`src/rtl/conv_layer_sequencer.sv`:
```
// Purpose : control sequencer for the conv2 channel-parallel MAC datapath; walks
//           every output pixel of a KxK valid convolution, one kernel tap per cycle.
// Latency : first tap the cycle after start; result strobe PIPE_LAT enabled cycles after a last tap.
// Backpr. : stall=1 in RUN/DRAIN drops all enables and freezes counters, addresses and delay line.
//
// Ports:
//   clk, rstn     clock, asynchronous active-low reset
//   start         one-cycle request, sampled only in IDLE
//   stall         buffer/consumer not ready
//   ena_conv      enable for multiplier, adder tree, bias, ReLU and rescale stages
//   ena_adder     enable for the tap accumulator
//   acc_first     tap 0 of a pixel (accumulator loads instead of adds)
//   rd_addr       feature address (out_row+tap_row)*IN_W + out_col+tap_col
//   wt_addr       weight tap index tap_row*K + tap_col
//   wr_valid      datapath result valid this cycle
//   wr_addr       output pixel index, row-major
//   busy, done    busy in RUN/DRAIN/DONE; done pulses for one cycle at end of map
//   perf_cycles, perf_stalls   only when CONV_LAYER_SEQUENCER_PERF_EN is defined
module conv_layer_sequencer #(
   parameter int IN_W     = 12,
   parameter int IN_H     = 12,
   parameter int K        = 5,
   parameter int PIPE_LAT = 8,
   parameter int ADDR_W   = 8
) (
   input  logic              clk,
   input  logic              rstn,
   input  logic              start,
   input  logic              stall,
   output logic              ena_conv,
   output logic              ena_adder,
   output logic              acc_first,
   output logic [ADDR_W-1:0] rd_addr,
   output logic [ADDR_W-1:0] wt_addr,
   output logic              wr_valid,
   output logic [ADDR_W-1:0] wr_addr,
   output logic              busy,
   output logic              done
`ifdef CONV_LAYER_SEQUENCER_PERF_EN
   ,
   output logic [31:0]       perf_cycles,
   output logic [31:0]       perf_stalls
`endif
);

   localparam int OUT_W = IN_W - K + 1;
   localparam int OUT_H = IN_H - K + 1;
   localparam int TW    = (K > 1) ? $clog2(K) : 1;
   localparam int CW    = (OUT_W > 1) ? $clog2(OUT_W) : 1;
   localparam int RW    = (OUT_H > 1) ? $clog2(OUT_H) : 1;
   localparam int DW    = $clog2(PIPE_LAT + 1);

   localparam logic [TW-1:0]     TAP_LAST   = TW'(K - 1);
   localparam logic [CW-1:0]     COL_LAST   = CW'(OUT_W - 1);
   localparam logic [RW-1:0]     ROW_LAST   = RW'(OUT_H - 1);
   localparam logic [DW-1:0]     DRAIN_LAST = DW'(PIPE_LAT - 1);
   localparam logic [ADDR_W-1:0] A_IN_W     = ADDR_W'(IN_W);
   localparam logic [ADDR_W-1:0] A_K        = ADDR_W'(K);

   typedef enum logic [1:0] {
      S_IDLE  = 2'd0,
      S_RUN   = 2'd1,
      S_DRAIN = 2'd2,
      S_DONE  = 2'd3
   } state_t;

   state_t state, state_nxt;

   logic [TW-1:0]       tap_col, tap_row;
   logic [CW-1:0]       out_col;
   logic [RW-1:0]       out_row;
   logic [ADDR_W-1:0]   pix_base;   // address of tap (0,0) of the current pixel
   logic [ADDR_W-1:0]   row_base;   // address of tap (tap_row,0) of the current pixel
   logic [DW-1:0]       drain_cnt;
   logic [PIPE_LAT-1:0] dly;

   logic tap_last, pix_last, issue_last, launch;

   assign tap_last   = (tap_col == TAP_LAST) && (tap_row == TAP_LAST);
   assign pix_last   = (out_col == COL_LAST) && (out_row == ROW_LAST);
   assign issue_last = (state == S_RUN) && tap_last;
   assign launch     = (state == S_IDLE) && start;

   // A result leaves the datapath only on an enabled cycle, so the strobe is
   // gated by the same enable that advances the delay line.
   assign wr_valid   = dly[PIPE_LAT-1] && ena_conv;

   always_ff @(posedge clk or negedge rstn) begin
      if (!rstn) begin
         state <= S_IDLE;
      end else begin
         state <= state_nxt;
      end
   end

   always_comb begin
      state_nxt = state;
      ena_conv  = 1'b0;
      ena_adder = 1'b0;
      acc_first = 1'b0;
      busy      = 1'b0;
      done      = 1'b0;
      case (state)
         S_IDLE: begin
            if (start) begin
               state_nxt = S_RUN;
            end
         end
         S_RUN: begin
            busy      = 1'b1;
            ena_conv  = !stall;
            ena_adder = !stall;
            acc_first = !stall && (tap_col == '0) && (tap_row == '0);
            if (!stall && tap_last && pix_last) begin
               state_nxt = S_DRAIN;
            end
         end
         S_DRAIN: begin
            busy     = 1'b1;
            ena_conv = !stall;
            if (!stall && (drain_cnt == DRAIN_LAST)) begin
               state_nxt = S_DONE;
            end
         end
         S_DONE: begin
            busy      = 1'b1;
            done      = 1'b1;
            state_nxt = S_IDLE;
         end
         default: begin
            state_nxt = S_IDLE;
         end
      endcase
   end

   // Tap/pixel walk. Addresses are built incrementally: +1 along a kernel row,
   // +IN_W to the next kernel row, and a pixel step re-bases from pix_base
   // (+1 along an output row, +K to wrap from the last column to the next row).
   always_ff @(posedge clk or negedge rstn) begin
      if (!rstn) begin
         tap_col   <= '0;
         tap_row   <= '0;
         out_col   <= '0;
         out_row   <= '0;
         pix_base  <= '0;
         row_base  <= '0;
         rd_addr   <= '0;
         wt_addr   <= '0;
         drain_cnt <= '0;
         dly       <= '0;
         wr_addr   <= '0;
      end else if (launch) begin
         tap_col   <= '0;
         tap_row   <= '0;
         out_col   <= '0;
         out_row   <= '0;
         pix_base  <= '0;
         row_base  <= '0;
         rd_addr   <= '0;
         wt_addr   <= '0;
         drain_cnt <= '0;
         dly       <= '0;
         wr_addr   <= '0;
      end else begin
         if ((state == S_RUN) && !stall) begin
            if (!tap_last) begin
               wt_addr <= wt_addr + 1'b1;
               if (tap_col != TAP_LAST) begin
                  tap_col <= tap_col + 1'b1;
                  rd_addr <= rd_addr + 1'b1;
               end else begin
                  tap_col  <= '0;
                  tap_row  <= tap_row + 1'b1;
                  row_base <= row_base + A_IN_W;
                  rd_addr  <= row_base + A_IN_W;
               end
            end else begin
               tap_col <= '0;
               tap_row <= '0;
               wt_addr <= '0;
               if (out_col != COL_LAST) begin
                  out_col  <= out_col + 1'b1;
                  pix_base <= pix_base + 1'b1;
                  row_base <= pix_base + 1'b1;
                  rd_addr  <= pix_base + 1'b1;
               end else if (!pix_last) begin
                  out_col  <= '0;
                  out_row  <= out_row + 1'b1;
                  pix_base <= pix_base + A_K;
                  row_base <= pix_base + A_K;
                  rd_addr  <= pix_base + A_K;
               end else begin
                  out_col  <= '0;
                  out_row  <= '0;
                  pix_base <= '0;
                  row_base <= '0;
                  rd_addr  <= '0;
               end
            end
         end
         if ((state == S_DRAIN) && !stall) begin
            drain_cnt <= drain_cnt + 1'b1;
         end
         if (ena_conv) begin
            dly <= {dly[PIPE_LAT-2:0], issue_last};
         end
         if (wr_valid) begin
            wr_addr <= wr_addr + 1'b1;
         end
      end
   end

`ifdef CONV_LAYER_SEQUENCER_PERF_EN
   always_ff @(posedge clk or negedge rstn) begin
      if (!rstn) begin
         perf_cycles <= '0;
         perf_stalls <= '0;
      end else if (launch) begin
         perf_cycles <= '0;
         perf_stalls <= '0;
      end else begin
         if (busy) begin
            perf_cycles <= perf_cycles + 1'b1;
         end
         if (((state == S_RUN) || (state == S_DRAIN)) && stall) begin
            perf_stalls <= perf_stalls + 1'b1;
         end
      end
   end
`endif

endmodule

```
`config.mk`:
```
export PLATFORM = sky130hd
export DESIGN_NAME = conv_layer_sequencer
export DESIGN_NICKNAME = d
export VERILOG_FILES = /design/src/rtl/conv_layer_sequencer.sv
export SDC_FILE = /design/constraint.sdc
export NUM_CORES = 1
export LEC_CHECK = 0
export ABC_AREA = 1
export ABC_CLOCK_PERIOD_IN_PS = 3400
export CAP_MARGIN = 20
export CORE_ASPECT_RATIO = 0.5
export CORE_MARGIN = 1.5
export CORE_UTILIZATION = 55
export DETAILED_ROUTE_END_ITERATION = 7
export PLACE_DENSITY_LB_ADDON = 0.3
export SLEW_MARGIN = 20
export SYNTH_ARGS = -nofsm -noshare
export SYNTH_HDL_FRONTEND = slang
export SYNTH_SLANG_ARGS = --single-unit
export TNS_END_PERCENT = 50
```
`constraint.sdc`:
```
create_clock -name clk -period 3.4 [get_ports clk]
set_input_delay 0.68 -clock clk [delete_from_list [all_inputs] [get_ports clk]]
set_output_delay 0.68 -clock clk [all_outputs]
set_load 0.02 [all_outputs]
```
### Word-level counts from Yosys, hierarchy flattened

Index checks and enable logic that the tools add are counted.

* memories kept: 0
* flip-flop bits (word level): 66
* memory bits (writable): 0
* bits of input ports: 4
* latch bits: 0
* output and inout bits: 30
* logic and storage cells: 113
* memory bits (read-only): 0

* reduce and logical (&&, ||, !) cells: 27
* muxes and demuxes: 48
* $mul: 0
* $add $sub $neg: 11
* shifts and indexed selects: 0
* equality and inequality tests: 15
* $lt $le $gt $ge: 0
* divide/modulo/power cells: 0
* bitwise logic cells: 0

Operators with widths (number)
* $mux W8: 20
* $mux W3: 17
* $add A8 B1 Y8 const B: 4
* $add A3 B1 Y3 const B: 4
* $eq A3 B3 Y1 const B: 4
* $logic_and A1 B1 Y1: 12
* $reduce_bool A2 Y1: 5
* $ne A3 B3 Y1 const B: 3
* $add A8 B3 Y8 const B: 1
* $add A8 B4 Y8 const B: 1
* $mux W4: 2
* $ne A2 B2 Y1 const B: 4
* $pmux W2 S4: 1
* $logic_not A3 Y1: 2
* $mux W2: 3
* $reduce_and A3 Y1: 2
* $mux W1: 5
* $add A4 B1 Y4 const B: 1
* $eq A2 B2 Y1 const B: 2
* $eq A4 B3 Y1 const B: 1
* $reduce_and A2 Y1: 2
* $reduce_or A3 Y1: 1
* $eq A2 B1 Y1 const B: 1
* $logic_not A2 Y1: 1
* other kinds (2): 2

### Depth between registers and ports, before layout

Gate-level depths: netlist (run 1).

* word-level depth: 7
* gate-level depth with buffers: 12
* depth with buffers taken out: 11

### Worst setup path after synthesis (run 1)

OpenSTA, ideal clock, no wires.

* kind: input-to-output
* start: input stall
* end: output acc_first
* stages on the path: 3
* arrival: 1487 ps
* data required time: 2720 ps
* path buffers: 0
* slack: 1233 ps
* cells stage by stage: inv_1 nand2_2 nor4_1

* word-level cells in the longest chain between the ends: 4

RTL lines
* start, declared: line 29 `input logic stall,`
* $logic_not A1 Y1: line 113 `acc_first = !stall && (tap_col == '0) && (tap_row == '0);`
* $logic_and A1 B1 Y1 (2 in a row): line 113
* $mux W1: line 103 `case (state)`
* end, declared: line 32 `output logic acc_first,`

Every way passes these cells.

### Worst setup path after layout (run 1)

Ends and elaborated chain as after synthesis.

==> reports/metrics.csv, run 1 <==
metric,value,unit
status,"complete, no violations",
post-CTS setup buffers,0,
worst skew pair latency,340,ps
post-route minimum period,2950,ps
total gr overflow,0,
skew final,5.79,ps
Max-Cap Viols,0,
area grow syn2layout,18.3,%
Slew @ Worst Pin,528,ps
Starting Density,0.570,
Syn Inst Count,476,
"top cells by area, synth","dfrtp_1 (43%), nand2_1 (11%), ha_1 (6.6%), inv_1 (6.1%), o21ai_0 (5.5%)",
Final Setup Violations,0,
Hold Buf Count CTS,0,
final hold slack,319,ps
RSZ-0062 raised after global routing,no,
Core ar.,6670,um2
die area,7450,um2
drt drc,0,
via count,3264,
row cnt,21,
Setup Total Neg Slack,0,ps
top cell type's share of synthesized area,0.434,
Synth Warn #,0,
Startpoint Class,input pin,
Final period util,0.869,
final count of hold timing violations,0,
initial antenna violation count,0,
class of the tightest hold or removal check,in2async,
Ports,34,
DRT iter0 DRCs,238,
VDD IR max,358,uV
post-synthesis sequential area ratio,0.434,
"FF+latch count, synth",66,
post-synthesis cell type count,37,
nets,539,
# diodes,0,
placed cell areas,4220,um2
antenna violation net count after detailed routing,0,
Slew headroom,0.648,
Via density,5.33,
first-pass GRT wire length,13900,um
syn_nets,500,
fin area,4500,um2
Pleak,2.24,nW
Total Routed Length,8350,um
Mapped Avg Cell Area,7.99,um2
chip width,121,um
Post-Place Cells,596,
CTS buffer count,9,
fraction of layout cells with a size suffix above 1,0.0846,
Final Util,0.674,
CTS tree,built,
root buffer cell,clkbuf_16,
fin. max-slew vios,0,
dpl hpwl,5920,um
Sink Count,66,
Worst Path Required,2720,ps
Peak Freq,339,MHz
largest net degree at the start of global routing,28,
Max Buffers Root-to-Sink,2,
synthesized cell area,3800,um2
drt first pass iters,5,
fin cells,612,
vias in the first global route,2894,
gr usage total,0.250,
CP arrival,2270,ps
CTS H-tree depth,3,
Yosys top cell by area,dfrtp_1,
CP max FO,4,
Routability Congestion,0.834,
Post-CTS Resized,0,
Die Y,61.8,um
Worst Setup End Kind,output port,
Pwr Density,744,nW/um2
drt wl/cell,13.6,um
port bufs,33,
crit path kind,in2out,
Clock Pin Slew Worst Setup and Hold Paths,50,ps
## state kept, by name, summed over array words and instances (netlist names)
name       cells
dly            8
pix_base       8
rd_addr        8
row_base       8
wr_addr        8
wt_addr        8
drain_cnt      4
out_col        3
out_row        3
tap_col        3
tap_row        3
state          2
## area by class of cell
class,instances,area (um2)
fill,535,2170
multi-input combinational,336,1850
sequential,66,1650
timing repair buffer,36,348
clock buffer,14,274
inverter,66,250
tap,92,115
clock inverter,2,10.0
## where the power goes
part	total, W	switching, W	internal, W
clock	0.000884	0.000333	0.000551
sequential	0.00117	0.000188	0.000985
combinational	0.00129	0.000817	0.000477
## cell usage in the layout (no fill, tap or decap), types with 3 or more instances in the layout
cell / n
clkbuf_8: 3
o211ai_1: 3
inv_2: 3
o22ai_1: 5
xor2_1: 7
ha_1: 20
a21oi_1: 17
nor3_1: 8
nand2_2: 8
dfrtp_1: 66
clkdlybuf4s50_1: 32
nand2_1: 116
buf_4: 3
nand3_1: 39
o21ai_1: 3
nor2_1: 29
o31ai_1: 4
o21bai_1: 4
inv_1: 62
o21ai_2: 4
o21ai_0: 42
a22o_1: 3
nand4_1: 7
clkbuf_16: 9
## Yosys cell counts, drive strengths merged
library cell / count
o21ai: 49
or2: 1
o22ai: 5
dfrtp: 66
o211ai: 3
o21a: 1
xor2: 7
o221ai: 1
nor4: 1
clkbuf: 1
xnor2: 2
a22o: 3
nand4: 7
buf: 7
o21bai: 4
o31ai: 4
nor3: 9
nand3: 40
nand2: 125
ha: 20
inv: 66
a211oi: 2
nor2: 35
a21oi: 17
## per-stage QoR
stage          power (W)  worst slack, ps
2_1_floorplan    0.00206             1230
3_3_place_gp     0.00242              450
3_5_place_dp     0.00246              415
4_1_cts          0.00336              415
5_1_grt          0.00360              328
6_report         0.00335              447
## worst paths after layout
| kind | end | slack, ps | cells past startpoint | start |
|---|---|---|---|---|
| min in group clk | row_base[0] | 480 | 2 | row_base[0] |
| worst min register to register | row_base[0] | 480 | 2 | row_base[0] |
| worst min-delay path | wt_addr[3] | 320 | 1 | rstn |
| worst max-delay path | acc_first | 450 | 5 | stall |
| max in group asynchronous | drain_cnt[1] | 2340 | 2 | rstn |
| worst max register to register | pix_base[4] | 1180 | 9 | tap_col[0] |
## logic make-up after synthesis
family / after synthesis / synth area share
compound gates: 89 / 0.136
flops: 66 / 0.434
simple gates: 218 / 0.264
xor+xnor: 9 / 0.0207
fa+ha+maj: 20 / 0.0658
buf+inv: 74 / 0.0789
## layer usage
metal	track usage	wire length, um
met3	0.0912	571
met2	0.394	3710
met5	0	0
met4	0.0706	67
met1	0.333	4000
## critical path, stage by stage
cell	delay, ps
clkdlybuf4s50_1	490
inv_1	160
nand2_2	110
nor4_1	170
clkdlybuf4s50_1	660
(Power assumes the default switching activity.)
==> run 2: changes to the inputs <==
--- a/config.mk
+++ b/config.mk
@@ -12,6 +12,7 @@
 export CORE_MARGIN = 1.5
 export CORE_UTILIZATION = 55
 export DETAILED_ROUTE_END_ITERATION = 7
+export MAX_ROUTING_LAYER = met4
 export PLACE_DENSITY_LB_ADDON = 0.3
 export SLEW_MARGIN = 20
 export SYNTH_ARGS = -nofsm -noshare
==> run 2 against run 1 <==
  * Clock power is essentially flat
  * Total power is essentially flat
  * Critical path depth is the same
  * First-iteration DRC count grew 4.6%
  * Non-clock buffer count is the same
  * Cell area is the same
  * Largest cell class unchanged
==> reports/metrics.csv, run 2 (synthesis results as in run 1) <==
metric,value,unit
status,"complete, no violations",
post-route minimum period,2950,ps
skew final,6.60,ps
Ports,34,
via count,3282,
CP max FO,4,
largest net degree at the start of global routing,28,
CTS tree,built,
R2R setup slack,1160,ps
Crit path max-delay family,buffers and inverters,
final count of hold timing violations,0,
r2r startpoint,tap_col[0],
dpl hpwl,5920,um
Startpoint Class,input pin,
chip width,121,um
row cnt,21,
Post-Place Cells,596,
Clock Pin Slew Worst Setup and Hold Paths,50,ps
Starting Density,0.570,
CP most frequent cell,clkdlybuf4s50_1,
Post-Place Worst Slack,415,ps
Max Buffers Root-to-Sink,2,
CP max stage cell,clkdlybuf4s50_1,
Filler cells,535,
Final Total Pwr,0.00335,W
Crit Reg-Reg Endpoint,pix_base[4],
root buffer cell,clkbuf_16,
CTS buffer count,9,
Final period util,0.869,
drt wl/cell,13.7,um
fin cells,612,
Pleak,2.24,nW
antenna violation net count after detailed routing,0,
Max-Cap Viols,0,
CTS H-tree depth,3,
CP arrival,2270,ps
crit path buf inv count,3,
Core ar.,6670,um2
Multi-input gate area,1850,um2
Die Y,61.8,um
VDD IR max,358,uV
crit path kind,in2out,
Routability Congestion,0.847,
area grow syn2layout,18.3,%
die area,7450,um2
Hold Buf Count CTS,0,
most frequent cells in the layout,"nand2_1 (116), dfrtp_1 (66), inv_1 (62)",
placed cell areas,4220,um2
crit path cell chain,clkdlybuf4s50_1 -> inv_1 -> nand2_2 -> nor4_1 -> clkdlybuf4s50_1,
Worst Path Required,2720,ps
FF/Latch Area,1650,um2
Sink Count,66,
total gr overflow,0,
Peak Freq,339,MHz
Final Setup Violations,0,
class of the tightest hold or removal check,in2async,
# diodes,0,
RSZ-0062 raised after global routing,no,
port bufs,33,
nets,539,
fin. max-slew vios,0,
Reg2Reg Depth,9,
post-CTS setup buffers,0,
Slew headroom,0.652,
Via density,5.36,
Slew @ Worst Pin,521,ps
Pwr Density,744,nW/um2
"leading cell type in the layout, fill and taps excluded",nand2_1,
min setup slack post-route,447,ps
first-pass GRT wire length,13900,um
Total Routed Length,8360,um
drt first pass iters,4,
Post-CTS Resized,0,
drt drc,0,
DRT iter0 DRCs,249,
gr usage total,0.258,
fraction of layout cells with a size suffix above 1,0.0846,
vias in the first global route,2892,
"Largest stage delay, worst path",660,ps
Worst Setup End Kind,output port,
Setup Total Neg Slack,0,ps
initial antenna violation count,0,
fin area,4500,um2
worst skew pair latency,340,ps
==> run 2: through the flow <==
step                 util  hold slack (ps)
floorplan               -              384
global placement    0.632              461
detailed placement  0.632              466
CTS                 0.674              324
global route        0.674              356
finish              0.674              317
==> run 2: cell type report <==
class,instances,area share
multi-input cells,336,0.411
flip-flops and latches,66,0.367
repair buffers,36,0.0773
clock buffers,14,0.0609
inverters,66,0.0556
well taps,92,0.0256
clock inverters,2,0.00222
==> run 2: worst max path at each step <==
stage / startpoint / to / slack [ps] / depth (start not counted)
after floorplan: stall / acc_first / 1230 / 3
after global placement: stall / acc_first / 450 / 5
after detailed placement: stall / acc_first / 410 / 5
after CTS: stall / acc_first / 410 / 5
after global routing: stall / acc_first / 330 / 5
final: stall / acc_first / 450 / 5
==> run 2: per-layer routing <==
layer,track usage,up-vias,routed length (um)
li1,-,1647,-
met1,0.333,1519,3990
met3,0.0912,12,508
met5,-,-,0
met2,0.394,104,3760
met4,0.0706,0,102
==> run 2: worst register-to-register path: cells and delay by family (launching register included) <==
kind	cells	cell delay (ps)
compound gates	1	150
fa+ha+maj	1	190
buf+inv	3	630
flops	1	380
simple gates	4	740
==> run 2: report_power, final <==
group | switching, W | internal, W
sequential | 0.000189 | 0.000985
clock | 0.000331 | 0.000551
combinational | 0.000817 | 0.000477
total | 0.00134 | 0.00201
==> run 3: changes to the inputs <==
--- a/config.mk
+++ b/config.mk
@@ -14,7 +14,6 @@
 export DETAILED_ROUTE_END_ITERATION = 7
 export MAX_ROUTING_LAYER = met4
 export PLACE_DENSITY_LB_ADDON = 0.3
-export SLEW_MARGIN = 20
 export SYNTH_ARGS = -nofsm -noshare
 export SYNTH_HDL_FRONTEND = slang
 export SYNTH_SLANG_ARGS = --single-unit
==> results of run 3 <==
No change in the layout: final DEF, timing and power equal those of run 2.
